<file path="src/rtl/magnitude_squared_cal.sv">
// Magnitude-squared calculator: outputData = inputReal^2 + inputImag^2.
// Both squares are formed in parallel by a radix-2 shift-add multiplier, one
// bit per clock, from the absolute values of the signed I/Q samples.
// Optional build macro: MAG_SQ_EARLY_EXIT_EN -- when defined, MULT finishes as
// soon as both remaining multipliers are zero; results are identical either way.
module magnitude_squared_cal #(
    parameter int unsigned IN_WIDTH = 71
) (
    input  logic                    clock,
    input  logic                    reset,
    input  logic                    enable,
    input  logic [IN_WIDTH-1:0]     inputReal,
    input  logic [IN_WIDTH-1:0]     inputImag,
    output logic [2*IN_WIDTH-1:0]   outputData,
    output logic                    outputValid,
    output logic                    busy
);

    localparam int unsigned OutWidth = 2 * IN_WIDTH;
    localparam int unsigned CntWidth = $clog2(IN_WIDTH + 1);
    localparam logic [CntWidth-1:0] LastCount = CntWidth'(IN_WIDTH);

    typedef enum logic [1:0] {
        StIdle,
        StMult,
        StDone
    } stateT;

    stateT                 state;
    logic [OutWidth-1:0]   accumulator;
    logic [OutWidth-1:0]   multiplicandReal;
    logic [OutWidth-1:0]   multiplicandImag;
    logic [IN_WIDTH-1:0]   multiplierReal;
    logic [IN_WIDTH-1:0]   multiplierImag;
    logic [CntWidth-1:0]   iterCount;

    logic [IN_WIDTH-1:0]   absReal;
    logic [IN_WIDTH-1:0]   absImag;
    logic [OutWidth-1:0]   partialReal;
    logic [OutWidth-1:0]   partialImag;
    logic [OutWidth-1:0]   stepSum;
    logic                  lastStep;

    // Operand magnitudes; the most negative value maps to 2^(IN_WIDTH-1) unsigned.
    always_comb begin
        absReal = inputReal;
        absImag = inputImag;
        if (inputReal[IN_WIDTH-1]) begin
            absReal = ~inputReal + IN_WIDTH'(1);
        end
        if (inputImag[IN_WIDTH-1]) begin
            absImag = ~inputImag + IN_WIDTH'(1);
        end
    end

    // One shift-add step for both squares, and the decision to leave MULT.
    always_comb begin
        partialReal = '0;
        partialImag = '0;
        if (multiplierReal[0]) begin
            partialReal = multiplicandReal;
        end
        if (multiplierImag[0]) begin
            partialImag = multiplicandImag;
        end
        // The sum of two squares never exceeds 2^(OutWidth-1), so no carry is lost.
        stepSum  = accumulator + partialReal + partialImag;
        lastStep = (iterCount == LastCount);
`ifdef MAG_SQ_EARLY_EXIT_EN
        // No remaining multiplier bits means the accumulator already holds the result.
        if ((multiplierReal == '0) && (multiplierImag == '0)) begin
            lastStep = 1'b1;
        end
`endif
    end

    // Control FSM with datapath registers and registered outputs.
    always_ff @(posedge clock or posedge reset) begin
        if (reset) begin
            state            <= StIdle;
            accumulator      <= '0;
            multiplicandReal <= '0;
            multiplicandImag <= '0;
            multiplierReal   <= '0;
            multiplierImag   <= '0;
            iterCount        <= '0;
            outputData       <= '0;
            outputValid      <= 1'b0;
            busy             <= 1'b0;
        end else begin
            outputValid <= 1'b0;
            unique case (state)
                StIdle: begin
                    if (enable) begin
                        multiplicandReal <= OutWidth'(absReal);
                        multiplicandImag <= OutWidth'(absImag);
                        multiplierReal   <= absReal;
                        multiplierImag   <= absImag;
                        accumulator      <= '0;
                        iterCount        <= '0;
                        busy             <= 1'b1;
                        state            <= StMult;
                    end
                end
                StMult: begin
                    if (lastStep) begin
                        outputData  <= accumulator;
                        outputValid <= 1'b1;
                        state       <= StDone;
                    end else begin
                        accumulator      <= stepSum;
                        multiplierReal   <= multiplierReal >> 1;
                        multiplierImag   <= multiplierImag >> 1;
                        multiplicandReal <= multiplicandReal << 1;
                        multiplicandImag <= multiplicandImag << 1;
                        iterCount        <= iterCount + CntWidth'(1);
                    end
                end
                StDone: begin
                    // Enable is ignored here; a new start waits for IDLE.
                    busy  <= 1'b0;
                    state <= StIdle;
                end
                default: begin
                    busy  <= 1'b0;
                    state <= StIdle;
                end
            endcase
        end
    end

endmodule

</file>
<file path="config.mk">
export PLATFORM = sky130hd
export DESIGN_NAME = magnitude_squared_cal
export DESIGN_NICKNAME = d
export VERILOG_FILES = /design/src/rtl/magnitude_squared_cal.sv
export SDC_FILE = /design/constraint.sdc
export NUM_CORES = 2
export LEC_CHECK = 0
export BUFFER_PORTS_ARGS = -buffer_cell sky130_fd_sc_hd__clkbuf_2
export CAP_MARGIN = 0
export CORE_MARGIN = 3
export CORE_UTILIZATION = 55
export DETAILED_ROUTE_END_ITERATION = 8
export PLACE_DENSITY = 0.73
export SETUP_SLACK_MARGIN = 0.4
export SLEW_MARGIN = 20
export SYNTH_ARGS = -nofsm -noshare
export SYNTH_HDL_FRONTEND = slang
export SYNTH_SLANG_ARGS = --single-unit
export TNS_END_PERCENT = 50
</file>
<file path="constraint.sdc">
create_clock -name clock -period 70.2 [get_ports clock]
set_input_delay 14.04 -clock clock [delete_from_list [all_inputs] [get_ports clock]]
set_output_delay 14.04 -clock clock [all_outputs]
set_load 0.01 [all_outputs]
</file>
# Word-level counts from Yosys, hierarchy flattened
# Cells that the tools add are included.
totals:
  out_inout_bits: 144
  input_bits: 145
  elab_cells: 58
  regBits: 721
op_classes:
  reduce_logical: 6
  n_eq_ne: 5
  n_mux: 29
  n_addsub: 5
  bitwise_logic: 3
op_table:
  columns: ["cell", "n"]
  rows:
  - ["two-way mux 142 bit", 8]
  - ["one-hot mux 142 bit (2 select lines)", 3]
  - ["two-way mux 71 bit", 6]
  - ["adder 142 bit", 2]
  - ["one-hot mux 71 bit (2 select lines)", 2]
  - ["adder 71 x 1 -> 71 bit, second input constant", 2]
  - ["inverter 71 bit", 2]
  - ["two-way mux 7 bit", 2]
  - ["one-hot mux 7 bit (2 select lines)", 1]
  - ["adder 7 x 1 -> 7 bit, second input constant", 1]
  - ["== test 7 bit, second input constant", 1]
  - ["inequality test 2 bit, second input constant", 3]
  - ["AND reduction 2 bit", 3]
  - ["two-way mux 2 bit", 2]
  - ["one-hot mux 2 bit (2 select lines)", 1]
  - ["two-way mux 1 bit", 3]
  - ["AND reduction 3 bit", 1]
  - ["== test 2 x 1 -> 1 bit, second input constant", 1]
  - ["zero test 2 bit", 1]
  - ["one-hot mux 1 bit (2 select lines)", 1]
  - ["nonzero test 2 bit", 1]
  - ["inverter 1 bit", 1]

# Depth between registers and ports, before layout
depth:
  ltp_word: 5
  ltp_mapped: 18
  depth_no_buf: 16

# Least setup slack after synthesis
# No wires, ideal clock.
synth_timing:
  path_kind: "input-to-reg"
  startpoint: "input port inputImag[24]"
  endpoint: "register multiplicandImag[65]"
  required_ps: 70114
  arrival_ps: 16975
  path_slack_ps: 53139
  stages: 10
  path_buffers: 0
  setup_time_ps: 86
  cell_sequence: "or4_4 or3_4 or4b_4 or2_4 or4_4 o41ai_4 nand2_1 xor2_1 nor2_2 nor3_1"
synth_via:
  elab_chain_len: 5
synth_rtl:
  columns: ["element", "line_no", "rtl"]
  rows:
  - ["from (decl)", "13", "input logic [IN_WIDTH-1:0] inputImag,"]
  - ["inverter 71 bit", "52", "absImag = ~inputImag + IN_WIDTH'(1);"]
  - ["adder 71 x 1 -> 71 bit", "52", null]
  - ["two-way mux 71 bit", "51", "if (inputImag[IN_WIDTH-1]) begin"]
  - ["two-way mux 142 bit", "94", "if (enable) begin"]
  - ["one-hot mux 142 bit (2 select lines)", "92", "unique case (state)"]
  - ["to (signal assigned)", "96", "multiplicandImag <= OutWidth'(absImag);"]
  - ["to (signal assigned)", "115", "multiplicandImag <= multiplicandImag << 1;"]
  - ["to (decl)", "32", "logic [OutWidth-1:0] multiplicandImag;"]
# No other way between the ends. The select of a mux whose other input is x is not followed.
# A chain may end at the register's enable or synchronous reset.

# Worst setup path in the final report
layout_timing:
  startpoint: "input port inputImag[12]"
  endpoint: "register multiplicandImag[63]"
# Same word-level chain as after synthesis.

==> impl_results.rst <==
.. list-table::
   :header-rows: 1

   * - Metric
     - Value
   * - Final number of setup-violating endpoints
     - 0
   * - Fin crit period
     - 17.13 ns
   * - Boundary pin count
     - 289
   * - Hold violation count in the final report
     - 0
   * - Number of antenna violations at the first check in global routing
     - 15
   * - Share of layout cells above drive strength 1
     - 9.200%
   * - Worst hold path type
     - reg -> reg
   * - Final weighted congestion in routability-driven placement
     - 0.9825
   * - Hpwl dp
     - 97040 µm
   * - Worst setup path class
     - in -> reg
   * - Via count of the first global-routing pass
     - 38780
   * - Pre-CTS WS
     - 52.45 ns
   * - Via count
     - 40750
   * - 1st-pass router iterations
     - 6
   * - Total wirelength of the detailed-routed design
     - 137000 µm
   * - Ys async rst share
     - 100.0%
   * - Count of flip-flops with a built-in enable after synthesis
     - 0
   * - Crit path cell chain
     - clkbuf_2, or4_1, nor4_1, nand4b_1, or2_4, or4_4, nor4_4, nand2_1, o21ai_1, xnor2_1, nor2_1, nor3_1
   * - Maximum buffer depth of the clock tree
     - 3
   * - Flop and latch count out of synthesis
     - 721
   * - Number of max-capacitance violations reported
     - 0
   * - Overall die height
     - 293.5 µm
   * - Pin count of the biggest net entering global routing
     - 206
   * - Data required time of the critical path
     - 70.75 ns
   * - Clock transition at the register clock pins on the worst setup and hold paths after CTS
     - 0.06 ns
   * - Post-route ant nets
     - 0
   * - Routed wirelength normalized by instance count
     - 20.61 µm
   * - Endpoint class of the critical path
     - register
   * - Number of H-tree levels
     - 3
   * - Setup repair after global routing missed its margin
     - false
   * - Global routing usage summed across all routing layers
     - 31.54%
   * - Count of buffers added by post-CTS timing repair for setup
     - 0
   * - Post-synth cell types
     - 74
   * - Gate Count Post-Synth
     - 5453
   * - Setup skew after layout
     - 0.01933 ns
   * - CTS Root Buffer Type
     - clkbuf_16
   * - Synthesized Nets
     - 5883
   * - Final TNS setup
     - 0 ns
   * - Worst setup margin
     - 53.07 ns
   * - Family of cells with the greatest summed delay on the critical path
     - simple AND/OR/NAND/NOR gates
   * - Master of the slowest instance on the critical path
     - or4_1
   * - Area of the core
     - 81200 µm²
   * - WP buf/inv
     - 1
   * - Post-CTS sizing
     - 0
   * - Worst slew margin relative to its limit
     - 23.32%
   * - Highest achievable clock rate
     - 58.38 MHz
   * - Global-route wire length before repair
     - 218400 µm
   * - Largest stage delay on the critical path
     - 0.58 ns
   * - Total Die Area
     - 86130 µm²
   * - Area grow syn2layout
     - 10.34%
   * - Post-layout net count
     - 5942
   * - Critical path data arrival time
     - 17.68 ns
   * - Number of buffers added on ports
     - 288
   * - Max-slew violation count
     - 0
   * - Post-synthesis cell area
     - 45450 µm²
   * - CTS tree
     - built
   * - Most frequently used flop master after synthesis
     - dfrtp_1
   * - Critical Path Fanout Max
     - 6
   * - Slew at the pin with the worst max-slew slack
     - 1.150 ns
   * - DRC violation count after routing
     - 0
   * - Grt total ovfl
     - 0
   * - Outcome
     - finished, final reports clean
   * - Clock latency on the worst-skew pair
     - 0.65 ns
   * - Number of hold-repair buffers added at the cts stage
     - 0
   * - Ratio of routed vias to standard cells
     - 6.134
   * - Num CTS Buffers
     - 82
   * - Sequential-to-total area share from yosys stat
     - 39.69%
   * - Syn Area/Cell
     - 8.336 µm²
   * - Number of warnings printed during yosys synthesis
     - 0
   * - Floorplan die width
     - 293.5 µm
   * - Post-layout utilization of the core
     - 61.77%
   * - Iteration-0 DRC count of the detailed router
     - 4026
   * - Initial standard-cell utilization of the core
     - 55.98%
   * - Total number of placement rows
     - 104
   * - Setup crit start kind
     - primary input
   * - Clk sink count
     - 721
   * - Share of the cycle needed by the critical path after routing
     - 24.40%
==> final timing paths <==
path,startpoint,end,slack [ns],cells past startpoint
max,inputImag[12],multiplicandImag[63],53.07,12
max in group asynchronous,reset,multiplicandImag[120],53.54,5
min,outputData[103],outputData[103],0.47,2
min reg2reg,outputData[103],outputData[103],0.47,2
min in group asynchronous,reset,outputData[33],13.49,2
max reg2reg,multiplierImag[0],accumulator[111],63.97,17
==> synth_stat cells, types with 23 or more instances <==
cell type	count	area, µm²
nand2_1	1071	4020
dfrtp_1	721	18040
o21ai_0	497	2487
a21oi_1	461	2307
nor2_1	408	1531
clkbuf_1	328	1231
nand3_1	300	1501
and2_1	291	1821
xor2_1	172	1506
ha_1	143	1789
fa_1	142	2843
xnor2_1	94	823.3
nand4_1	87	544.3
inv_1	69	259.0
o22ai_1	68	425.4
nor3_1	67	335.3
o31ai_1	45	337.8
a21o_1	44	330.3
o21bai_1	39	292.8
o41ai_1	27	236.5
a22oi_1	25	187.7
or4_1	25	187.7
nand2b_1	24	150.1
or3_1	24	150.1
a31oi_1	23	143.9
buf_1	23	86.33
o21a_1	23	172.7
==> final cells by class <==
class                      count  area (µm²)
inverter                      70       280.3
clock inverter                35       488.0
timing repair buffer         327        1772
sequential                   721       18050
multi-input combinational   4310       25880
clock buffer                 113        2338
antenna                        8       20.02
fill                        7177       31040
tap                         1060        1326
==> cells in the final DEF, fill, tap and decap left out, types with 143 or more instances in the layout <==
master,netlist,routed
nor2_1,408,406
ha_1,143,143
a21oi_1,461,461
nand2_1,1071,1068
o21ai_0,497,497
clkbuf_2,0,288
nand3_1,300,300
and2_1,291,291
dfrtp_1,721,719
xor2_1,172,172
==> metal layers <==
layer | vias to the layer above | part of all wire, % | global-route usage (%)
met5 | - | 0.084 | 0
met4 | 18 | 3.2 | 9.628
met3 | 273 | 8.2 | 6.606
met2 | 1596 | 44 | 47.90
met1 | 19960 | 45 | 45.66
li1 | 18910 | - | -
==> state kept, by name (all words and copies together), names as in the netlist <==
signal            count
accumulator         142
busy                  1
iterCount             7
multiplicandImag    142
multiplicandReal    142
multiplierImag       71
multiplierReal       71
outputData          142
outputValid           1
state                 2
==> kinds of logic (layout without fill, tap and decap cells) <==
group	count (synthesis)	count (layout)	share of synthesized area, %
AOI/OAI and AO/OA	1360	1360	17.30
xor gates and xnor gates	266	266	5.126
adders and majority gates	285	285	10.19
buffers and inverters	422	545	3.488
DFF	721	721	39.69
muxes	7	7	0.1542
other	0	8	0
and+or+nand+nor	2392	2392	24.05
==> through the flow <==
step | hold WS (ns) | area (µm²) | instances
finish | 0.4698 | 50150 | 6644
global placement | 0.4532 | 47310 | 6488
detailed placement | 0.4556 | 47310 | 6488
floorplan | 0.4334 | 45450 | 5453
CTS | 0.4732 | 50130 | 6636
global route | 0.4897 | 50130 | 6636
==> tightest hold or removal path, cell delays in order, from the launching register on <==
cell,delay (ns)
dfrtp_1,0.34
nand2_1,0.05
nand2_1,0.05
Power is not shown: default switching activity piles up to over one toggle a cycle in this logic, so the estimate is an artifact.
